$ cat config.mk
export PLATFORM = sky130hd
export DESIGN_NAME = lfsr_prng
export DESIGN_NICKNAME = d
export VERILOG_FILES = /design/src/rtl/lfsr_prng_pkg.sv /design/src/rtl/lfsr_prng_step.sv /design/src/rtl/lfsr_prng.sv
export SDC_FILE = /design/constraint.sdc
export NUM_CORES = 1
export LEC_CHECK = 0
export BUFFER_PORTS_ARGS = -buffer_cell sky130_fd_sc_hd__buf_2
export CAP_MARGIN = 5
export CORE_MARGIN = 2
export CORE_UTILIZATION = 45
export CTS_BUF_LIST = sky130_fd_sc_hd__clkbuf_8
export CTS_CLUSTER_DIAMETER = 30
export DETAILED_ROUTE_END_ITERATION = 7
export GPL_TIMING_DRIVEN = 1
export HOLD_SLACK_MARGIN = 0.03
export PLACE_DENSITY = 0.73
export REMOVE_ABC_BUFFERS = 1
export SLEW_MARGIN = 20
export SYNTH_ARGS = -nofsm -noshare
export SYNTH_HDL_FRONTEND = slang
export SYNTH_HIERARCHICAL = 1
export SYNTH_SLANG_ARGS = --single-unit
$ cat constraint.sdc
create_clock -name clk_i -period 2.15 [get_ports clk_i]
set_input_delay 0.215 -clock clk_i [delete_from_list [all_inputs] [get_ports clk_i]]
set_output_delay 0.215 -clock clk_i [all_outputs]
set_load 0.05 [all_outputs]
$ cat src/rtl/lfsr_prng_pkg.sv
// Shared definitions for the LFSR pseudo-random word source.
// Contents: step-mode constants, the delivery FSM state type and a
// table of maximal-length tap masks for state widths 4..32.
package lfsr_prng_pkg;

  localparam int MODE_FIBONACCI = 0;
  localparam int MODE_GALOIS    = 1;

  // HOLD: word on rand_o is offered to the consumer.
  // FILL: extra decimation shifts are being applied; no word offered.
  typedef enum logic {
    ST_HOLD = 1'b0,
    ST_FILL = 1'b1
  } fsm_t;

  // Maximal-length masks for the left-shifting Fibonacci form used here:
  // bit i set means state[i] feeds the XOR that enters state[0], i.e. the
  // feedback polynomial has the term x^(i+1). Unsupported widths return 0.
  function automatic logic [31:0] max_len_taps(input int width);
    logic [31:0] mask;
    case (width)
      4:  mask = 32'h0000_000C;
      5:  mask = 32'h0000_0014;
      6:  mask = 32'h0000_0030;
      7:  mask = 32'h0000_0060;
      8:  mask = 32'h0000_00B8;
      9:  mask = 32'h0000_0110;
      10: mask = 32'h0000_0240;
      11: mask = 32'h0000_0500;
      12: mask = 32'h0000_0829;
      13: mask = 32'h0000_100D;
      14: mask = 32'h0000_2015;
      15: mask = 32'h0000_6000;
      16: mask = 32'h0000_D008;
      17: mask = 32'h0001_2000;
      18: mask = 32'h0002_0400;
      19: mask = 32'h0004_0023;
      20: mask = 32'h0009_0000;
      21: mask = 32'h0014_0000;
      22: mask = 32'h0030_0000;
      23: mask = 32'h0042_0000;
      24: mask = 32'h00E1_0000;
      25: mask = 32'h0120_0000;
      26: mask = 32'h0200_0023;
      27: mask = 32'h0400_0013;
      28: mask = 32'h0900_0000;
      29: mask = 32'h1400_0000;
      30: mask = 32'h2000_0029;
      31: mask = 32'h4800_0000;
      32: mask = 32'h8020_0003;
      default: mask = 32'h0000_0000;
    endcase
    return mask;
  endfunction

endpackage

$ cat src/rtl/lfsr_prng_step.sv
// Combinational LFSR next-state function (one shift).
// Ports: state (current value), taps (participation mask), next_state.
// GALOIS selects internal-XOR form; otherwise Fibonacci external-XOR form.
module lfsr_step
  import lfsr_prng_pkg::*;
#(
  parameter int WIDTH  = 8,
  parameter int GALOIS = MODE_FIBONACCI
) (
  input  logic [WIDTH-1:0] state,
  input  logic [WIDTH-1:0] taps,
  output logic [WIDTH-1:0] next_state
);

  generate
    if (GALOIS == MODE_GALOIS) begin : g_galois
      // Outgoing MSB conditionally XORs the tap mask into the shifted word.
      assign next_state = {state[WIDTH-2:0], 1'b0} ^ (state[WIDTH-1] ? taps : '0);
    end else begin : g_fibonacci
      // Parity of the tapped bits enters at the LSB.
      assign next_state = {state[WIDTH-2:0], ^(state & taps)};
    end
  endgenerate

endmodule

$ cat src/rtl/lfsr_prng.sv
// LFSR pseudo-random word source with run-time taps/seed, decimation and
// valid/ready delivery. Ports: clk_i/rst_i, en_i, seed/taps load strobes,
// rand_o/rand_valid_o/rand_ready_i handshake, lockup_o recovery pulse.
module lfsr_prng
  import lfsr_prng_pkg::*;
#(
  parameter int              WIDTH        = 8,
  parameter int              OUT_W        = 8,
  parameter logic [WIDTH-1:0] DEFAULT_TAPS = WIDTH'(max_len_taps(WIDTH)),
  parameter logic [WIDTH-1:0] DEFAULT_SEED = '1,
  parameter int              GALOIS       = MODE_FIBONACCI,
  parameter int              STEPS        = 1
) (
  input  logic             clk_i,
  input  logic             rst_i,
  input  logic             en_i,
  input  logic             seed_we_i,
  input  logic [WIDTH-1:0] seed_i,
  input  logic             taps_we_i,
  input  logic [WIDTH-1:0] taps_i,
  output logic [OUT_W-1:0] rand_o,
  output logic             rand_valid_o,
  input  logic             rand_ready_i,
  output logic             lockup_o
);

  // Shifts still owed after the first one taken on the accepting edge.
  localparam logic [7:0] FILL_CNT = 8'(STEPS - 1);

  logic [WIDTH-1:0] state;
  logic [WIDTH-1:0] taps;
  logic [WIDTH-1:0] next_state;
  logic [7:0]       cnt;
  fsm_t             fsm;

  lfsr_step #(
    .WIDTH  (WIDTH),
    .GALOIS (GALOIS)
  ) u_step (
    .state      (state),
    .taps       (taps),
    .next_state (next_state)
  );

  assign rand_o       = state[WIDTH-1 -: OUT_W];
  // Valid follows en_i combinationally so a disabled source never offers a word.
  assign rand_valid_o = en_i & (fsm == ST_HOLD);

  always_ff @(posedge clk_i or posedge rst_i) begin
    if (rst_i) begin
      state    <= DEFAULT_SEED;
      taps     <= DEFAULT_TAPS;
      fsm      <= ST_HOLD;
      cnt      <= '0;
      lockup_o <= 1'b0;
    end else begin
      lockup_o <= 1'b0;

      // New taps take effect from the next edge; any step on this edge
      // already sees the old register value through next_state.
      if (taps_we_i) begin
        taps <= taps_i;
      end

      if (seed_we_i) begin
        // A zero seed would lock the register, so substitute the default.
        state <= (seed_i == '0) ? DEFAULT_SEED : seed_i;
        fsm   <= ST_HOLD;
        cnt   <= '0;
      end else if (state == '0) begin
        // Zero is a fixed point of both step forms; escape it regardless of en_i.
        state    <= DEFAULT_SEED;
        fsm      <= ST_HOLD;
        cnt      <= '0;
        lockup_o <= 1'b1;
      end else if (en_i) begin
        case (fsm)
          ST_HOLD: begin
            if (rand_ready_i) begin
              state <= next_state;
              if (STEPS > 1) begin
                cnt <= FILL_CNT;
                fsm <= ST_FILL;
              end
            end
          end
          ST_FILL: begin
            state <= next_state;
            cnt   <= cnt - 8'd1;
            // Leave FILL as the final owed shift lands.
            if (cnt <= 8'd1) begin
              fsm <= ST_HOLD;
            end
          end
          default: begin
            fsm <= ST_HOLD;
            cnt <= '0;
          end
        endcase
      end
    end
  end

endmodule

==> impl_metrics.ini <==
[run_status]
outcome = finished, final reports clean

[drt]
viasPerCell = 5.761
wl_per_cell_um = 15.46
vias = 1083
drt_iter0_drc = 32
route.detailed.drc = 0
drt-pass1-iter-count = 5
totalWireLength_mm = 2.906
ant_nets = 0

[yosys]
synth_most_common_cell = dfrtp_1
ys_ff_latch = 26
avgSynthCellArea_um2 = 10.79
syn_area_um2 = 1403
ys_warn_count = 6
seq_area_frac_synth_pct = 47.46
synth-edff-count = 0
synthTopCellsByCount = dfrtp_1 (14), dfstp_2 (12), nand2_1 (10)
synth_top_area_share_pct = 24.98
async_flop_share_pct = 100.0
synth_cell_types = 32
synth_area_leaders = dfrtp_1 (25%), dfstp_2 (22%), mux2_2 (6.4%)
yosys_most_used_dff = dfrtp_1
synthCells = 130
yosys.area.top_type = dfrtp_1

[die]
row_count = 20
dieWidth_um = 59.83
die_h_um = 59.83
design.portCount = 32
coreArea_um2 = 3003
die_area_um2 = 3580
initial_core_util_pct = 46.71

[critical_path]
crit_chain = inv_1 > ha_1 > nand3_1 > or4_2 > a21oi_1
endpoint_kind = flip-flop
cp-start-kind = flip-flop
max_stage_delay_ps = 590
arrival_ps = 1880
worstPathMaxFanout = 5
critPathSlowestCell = or4_2
worstSetupPathType = reg -> reg
worst-r2r-setup-slack_ps = 470
required_ps = 2350

[clocking]
numCtsBuffers = 3
ctsHoldBuffers = 1
clk_pin_slew_ps = 100
postCtsSetupBuffers = 0
cts_resized = 0
clock_sinks = 26
worstSkewPairLatency_ps = 270
clk_path_buf_depth = 2
cts-root-buf = clkbuf_8
htree_levels = 1
cts_tree = built

[sta]
final_max_slew_viol_count = 0
finalCritPeriodShare_pct = 78.12
tns_ps = 0
period_needed_ps = 1680
fmax_ghz = 0.5954
slew-limit-headroom_pct = 62.70
tightest_slew_ps = 559.5
skew_ps = 5.418
rsz0062_at_grt = no
hold_viol_final = 0
finalSetupViolCount = 0

[global_routing]
grt_use_total_pct = 17.49
grt_pass1_wl_mm = 4.726
antenna_found_initial = 0
grt_pass1_vias = 1008
grt_overflow_total = 0
grt_max_degree = 27

[pwr]
worst_ir_drop_vdd_mv = 0.3021
pwr-share-seq_pct = 46.4
p_comb_share_pct = 20.2
p_per_area_nw_per_um2 = 759.7
p_sw_w = 0.0003359
total_power_w = 0.001227
internal_power_w = 0.0008912
leakage_nw = 0.6829
swShare_pct = 27.38
clkPwrFrac_pct = 33.4

[cells_and_area]
postLayoutCoreUtil_pct = 53.79
fin_nets = 180
antennaDiodeCount = 0
regArea_um2 = 665.6
drive_gt1_share_pct = 38.71
nFillCells = 278
syn_to_final_growth_pct = 15.17
multi_input_area_um2 = 653.1
stdcell_count = 188

[placement]
numPortBuffers = 31
dp.cells = 183
dp_hpwl_mm = 2.080
gp_congestion = 0.7716

[run]
cap_viol_max_count = 0

[min_path]
min_path_type = in -> reg
==> final cells by class <==
cell class	instances	area share, %
clock inverters	1	1.859
repair buffers	33	10.69
flip-flops and latches	26	41.21
inverters	3	0.6971
multi-input cells	89	40.43
clock buffers	3	2.556
well taps	33	2.556
==> logic make-up after synthesis <==
logic type	Yosys count	synth area share [%]
and+or+nand+nor	47	20.43
DFF	26	47.46
AOI/OAI and AO/OA	23	12.31
buffers and inverters	15	5.976
xor gates and xnor gates	9	5.620
muxes	8	6.423
adders and majority gates	2	1.784
==> sequential cells by signal, summed over array words and instances, names as in the netlist <==
name,count
rand_o,8
cnt,8
taps,8
lockup_o,1
fsm,1
==> power groups by stage <==
stage	clock [W]	sequential, W	combinational (W)
finish	0.000409	0.000569	0.000248
global route	0.000434	0.000574	0.000269
floorplan	0	0.000629	0.000124
detailed placement	0	0.000578	0.000248
CTS	0.000415	0.000569	0.000250
global placement	0	0.000576	0.000244
==> routing by layer <==
metal,wire [µm],track usage [%],vias to the layer above
met5,0,0,-
met4,27,7.937,0
met3,131,1.732,2
met2,1407,28.11,36
met1,1339,23.67,528
li1,-,-,517
==> final timing paths <==
check,start,end,cells past startpoint
min,taps_i[5],taps[5],2
max,cnt[0],cnt[4],5
min in group asynchronous,rst_i,cnt[0],4
min reg2reg,taps[1],taps[1],1
max in group asynchronous,rst_i,rand_o[7],4
max reg2reg,cnt[0],cnt[4],5
==> placed cells by master, fill, tap and decap left out, types with 3 or more instances in the layout <==
cell,count
a21oi_1,6
and2_1,8
buf_2,31
clkbuf_8,3
dfrtp_1,14
dfstp_2,12
inv_1,3
mux2_2,8
nand2_1,10
nor2_1,4
nor3b_1,9
nor4_1,3
o21ai_0,3
o32a_1,8
or3_1,3
or4_1,3
xnor2_1,7
==> stage by stage <==
step	hold WS, ps	setup WS (ps)	cell area (µm²)
after floorplan	246.1	462.7	1330
after global placement	280.1	553.4	1534
after detailed placement	285.7	481.5	1534
after CTS	164.9	452.7	1615
after global routing	165.0	326.4	1615
final	166.4	470.4	1615
==> critical path, delay by kind of cell, from the launching register on <==
family,cells,cell delay [ps]
buffers and inverters,1,100
DFF,1,410
adders and majority gates,1,170
AOI/OAI and AO/OA,1,170
and+or+nand+nor,2,770
(Power assumes the default switching activity.)
